--- config.mk ---
export PLATFORM = sky130hd
export DESIGN_NAME = bus_demux_collector
export DESIGN_NICKNAME = d
export VERILOG_FILES = /design/src/rtl/bus_demux_collector.sv
export SDC_FILE = /design/constraint.sdc
export NUM_CORES = 1
export LEC_CHECK = 0
export CAP_MARGIN = 0
export CORE_UTILIZATION = 45
export CTS_BUF_LIST = sky130_fd_sc_hd__clkbuf_16
export CTS_CLUSTER_DIAMETER = 200
export DETAILED_ROUTE_END_ITERATION = 10
export DONT_BUFFER_PORTS = 1
export GPL_ROUTABILITY_DRIVEN = 0
export HOLD_SLACK_MARGIN = 0.05
export PLACE_DENSITY = 0.62
export RECOVER_POWER = 50
export SLEW_MARGIN = 15
export SYNTH_ARGS = -nofsm -noshare
export SYNTH_HDL_FRONTEND = slang
export SYNTH_SLANG_ARGS = --single-unit
--- constraint.sdc ---
create_clock -name clk -period 3.9 [get_ports clk]
set_input_delay 0.195 -clock clk [delete_from_list [all_inputs] [get_ports clk]]
set_output_delay 0.195 -clock clk [all_outputs]
set_load 0.005 [all_outputs]
--- src/rtl/bus_demux_collector.sv ---
// bus_demux_collector: steers a valid/ready word stream into CHANNELS slot
// registers (sequential or addressed) and presents a completed frame as one
// packed bus laid out like the mux input.
module bus_demux_collector #(
   parameter int unsigned CHANNELS = 4,
   parameter int unsigned BUS_SIZE = 8
) (
   input  logic                         clk,
   input  logic                         reset,
   input  logic                         flush,
   input  logic                         mode,
   input  logic [CHANNELS-1:0]          selector,
   input  logic [BUS_SIZE-1:0]          data_in,
   input  logic                         in_valid,
   output logic                         in_ready,
   output logic [CHANNELS*BUS_SIZE-1:0] data_out,
   output logic [CHANNELS-1:0]          channel_valid,
   output logic                         out_valid,
   input  logic                         out_ready,
   output logic                         error
);

   localparam int unsigned IDX_W = (CHANNELS > 2) ? $clog2(CHANNELS) : 1;
   localparam logic [IDX_W-1:0] LAST_IDX = IDX_W'(CHANNELS - 1);

   typedef enum logic {
      COLLECT = 1'b0,
      FULL    = 1'b1
   } state_t;

   state_t              state;
   state_t              state_n;
   logic [IDX_W-1:0]    index;
   logic [IDX_W-1:0]    index_n;
   logic [CHANNELS-1:0] valid_n;
   logic                error_n;
   logic                write_en;
   logic [CHANNELS-1:0] target;
   logic [CHANNELS-1:0] target_oh;

   // Handshake flags depend on state only
   assign in_ready  = (state == COLLECT);
   assign out_valid = (state == FULL);

   // Target slot decode; an out-of-range target yields an all-zero one-hot
   always_comb begin
      target    = mode ? selector : CHANNELS'(index);
      target_oh = '0;
      for (int i = 0; i < CHANNELS; i++) begin
         target_oh[i] = (target == CHANNELS'(i));
      end
   end

   // Next-state, index, slot-valid and error computation
   always_comb begin
      state_n  = state;
      index_n  = index;
      valid_n  = channel_valid;
      error_n  = 1'b0;
      write_en = 1'b0;
      case (state)
         COLLECT: begin
            if (in_valid) begin
               write_en = 1'b1;
               error_n  = (~|target_oh) | (|(target_oh & channel_valid));
               valid_n  = channel_valid | target_oh;
               if (!mode) begin
                  index_n = (index == LAST_IDX) ? '0 : index + IDX_W'(1);
               end
               if (&valid_n) begin
                  state_n = FULL;
               end
            end
         end
         FULL: begin
            if (out_ready) begin
               valid_n = '0;
               index_n = '0;
               state_n = COLLECT;
            end
         end
         default: state_n = COLLECT;
      endcase
      // Frame abort overrides everything except the slot write itself
      if (flush) begin
         valid_n = '0;
         index_n = '0;
         state_n = COLLECT;
         error_n = 1'b0;
      end
   end

   // State register
   always_ff @(posedge clk or posedge reset) begin
      if (reset) begin
         state <= COLLECT;
      end else begin
         state <= state_n;
      end
   end

   // Index, slot-valid flags and error pulse
   always_ff @(posedge clk or posedge reset) begin
      if (reset) begin
         index         <= '0;
         channel_valid <= '0;
         error         <= 1'b0;
      end else begin
         index         <= index_n;
         channel_valid <= valid_n;
         error         <= error_n;
      end
   end

   // Slot storage; contents persist across handshakes and flushes
   always_ff @(posedge clk or posedge reset) begin
      if (reset) begin
         data_out <= '0;
      end else begin
         for (int i = 0; i < CHANNELS; i++) begin
            if (write_en && target_oh[i]) begin
               data_out[BUS_SIZE*i +: BUS_SIZE] <= data_in;
            end
         end
      end
   end

endmodule

==> impl_metrics.json <==
{
  "path_class": "in -> async",
  "top_layer": "met4",
  "synthCells": 126,
  "start_kind": "input port",
  "final.setup.worst_slack_ns": 1.61,
  "cts_resized": 0,
  "worstMarginPinSlew_ns": 2.05,
  "synthFlopType": "dfrtp_1",
  "hold_violations": 0,
  "clock_sink_count": 40,
  "drive_above_1_share": 0.113,
  "clockBufferDepth": 2,
  "synth_warnings": 0,
  "htreeDepth": 2,
  "cts_buffers": 5,
  "io_pins": 57,
  "dp_hpwl_um": 2370,
  "fin_crit_ns": 2.29,
  "cts_hold_buf": 9,
  "synth-seq-cells": 40,
  "cp.arrival_ns": 2.26,
  "max_slew_margin": -0.366,
  "r2r-end": "data_out[19]$_DFFE_PP0P_",
  "synth_edf_count": 0,
  "vdd_drop_max_mv": 0.341,
  "diodes": 0,
  "rsz0062_at_grt": "false",
  "num_vias": 1055,
  "drt-pass1-iter-count": 4,
  "ant_nets": 0,
  "wl_met2_um": 1660,
  "track_usage": 0.183,
  "area_growth_pct": 16.5,
  "end_kind": "asynchronous set/reset pin",
  "finalNetCount": 161,
  "r2r_cells": 3,
  "synth.largest_area_cell": "dfrtp_1",
  "finalClockSkew_ns": 0.00260,
  "path_clk_slew_ns": 0.05,
  "die_w_um": 63.8,
  "start_util": 0.470,
  "avgSynthCellArea_um2": 13.6,
  "grt_start_max_net_pins": 41,
  "worstReg2RegStart": "out_valid$_DFF_PP0_",
  "fmaxAchievable_ghz": 0.436,
  "critPathMaxFanout": 40,
  "ys_top_cells_by_area": "dfrtp_1 (58%), mux2_1 (21%), a21oi_1 (2.0%), inv_1 (1.5%), nand2_1 (1.1%)",
  "hold_class": "in -> reg",
  "violations": "max-capacitance violations, max-slew violations",
  "run_status": "finished, violations left",
  "synth.distinct_cells": 34,
  "min_from": "data_in[5]",
  "power_leakage_nw": 0.881,
  "die-area_mm2": 0.00407,
  "dp_slack_ns": 1.99,
  "worstHoldEndpoint": "data_out[5]$_DFFE_PP0P_",
  "worstPathRequired_ns": 3.87,
  "clock_latency_ns": 0.27,
  "drt-total-wl_um": 3400,
  "die_h_um": 63.8,
  "drv_slew": 41,
  "synth_nets": 145,
  "cts_tree": "done",
  "antenna_found_initial": 0,
  "syn_area_mm2": 0.00172,
  "async_flop_share": 1.00,
  "port_buffers": 0,
  "wl_met1_um": 1390,
  "setup_viol": 0,
  "period_share": 0.588,
  "grt-ovfl-total": 0,
  "row_count": 22,
  "synth-seq-area-share": 0.582,
  "final_common_cell": "dfrtp_1",
  "wl_per_cell_um": 17.9,
  "cts_setup_buffers": 0,
  "cap_violations": 1,
  "wl_met3_um": 275,
  "drt_first_iter_violations": 27,
  "hold_depth": 1,
  "core_area_mm2": 0.00366,
  "final_cell_mix": "dfrtp_1 (40), mux2_1 (32), dlygate4sd3_1 (9)",
  "grt_pass1_vias": 1119,
  "cts_root_buffer": "clkbuf_16",
  "rrSetupSlack_ns": 2.01,
  "via_per_inst": 5.55,
  "grt_pass1_wl_um": 5440,
  "tns_ns": 0,
  "p_total_w": 0.00106,
  "power.density_mw_per_mm2": 528,
  "synthDominantCellAreaShare": 0.582,
  "drc": 0
}
==> per-layer routing <==
metal,GRT usage,vias up
met5,0,-
met4,0.0852,0
met3,0.0732,7
met2,0.305,43
met1,0.203,524
li1,-,481
==> flip-flops by register name, summed over array words and instances (netlist names) <==
register / count
index: 2
channel_valid: 4
error: 1
data_out: 32
out_valid: 1
==> worst max path at each step <==
| stage | startpoint | to | slack (ns) | cells after the start |
|---|---|---|---|---|
| 5_1_grt | reset | error$_DFF_PP0_ | 1.08 | 3 |
| 2_1_floorplan | index[0]$_DFFE_PP0P_ | data_out[16]$_DFFE_PP0P_ | 2.31 | 4 |
| 4_1_cts | out_valid$_DFF_PP0_ | data_out[23]$_DFFE_PP0P_ | 1.98 | 3 |
| 3_3_place_gp | out_valid$_DFF_PP0_ | data_out[21]$_DFFE_PP0P_ | 2.06 | 3 |
| 3_5_place_dp | out_valid$_DFF_PP0_ | data_out[17]$_DFFE_PP0P_ | 1.99 | 3 |
| 6_report | reset | data_out[19]$_DFFE_PP0P_ | 1.61 | 3 |
==> power by group <==
group	internal [W]	switching [W]
Clock	0.000229	0.000137
Combinational	0.0000628	0.0000497
Sequential	0.000507	0.0000718
Total	0.000798	0.000258
==> logic make-up after synthesis <==
kind of cell | share of synthesized area
fa+ha+maj | 0.00728
compound gates | 0.0946
buf+inv | 0.0175
flops | 0.582
simple gates | 0.0822
mux | 0.216
==> synthesized netlist by cell type (2+ instances only) <==
library cell,count
or2_2,2
mux2_1,32
dfrtp_1,40
inv_1,7
o21ai_0,2
a21oi_1,7
nand2_1,5
nor2_1,4
nor2b_1,2
==> area by class of cell <==
| cell class | count | area (µm²) |
|---|---|---|
| fill | 302 | 1660 |
| sequential | 40 | 1000 |
| multi-input combinational | 78 | 688 |
| clock buffer | 5 | 125 |
| timing repair buffer | 10 | 93.8 |
| tap | 48 | 60.1 |
| inverter | 7 | 26.3 |
| clock inverter | 2 | 8.76 |
==> metrics by stage <==
step / util / instance area, µm² / cells / hold WS (ns)
after global placement: 0.487 / 1780 / 174 / 0.230
after global routing: 0.547 / 2000 / 190 / 0.0503
after detailed placement: 0.487 / 1780 / 174 / 0.237
after CTS: 0.548 / 2010 / 190 / 0.0508
final: 0.547 / 2000 / 190 / 0.0562
after floorplan: - / 1720 / 126 / 0.327
==> critical path, stage by stage <==
cell and delay, ns:
dlygate4sd3_1 0.53, inv_1 0.06, clkbuf_1 1.46
(Power assumes the default switching activity.)
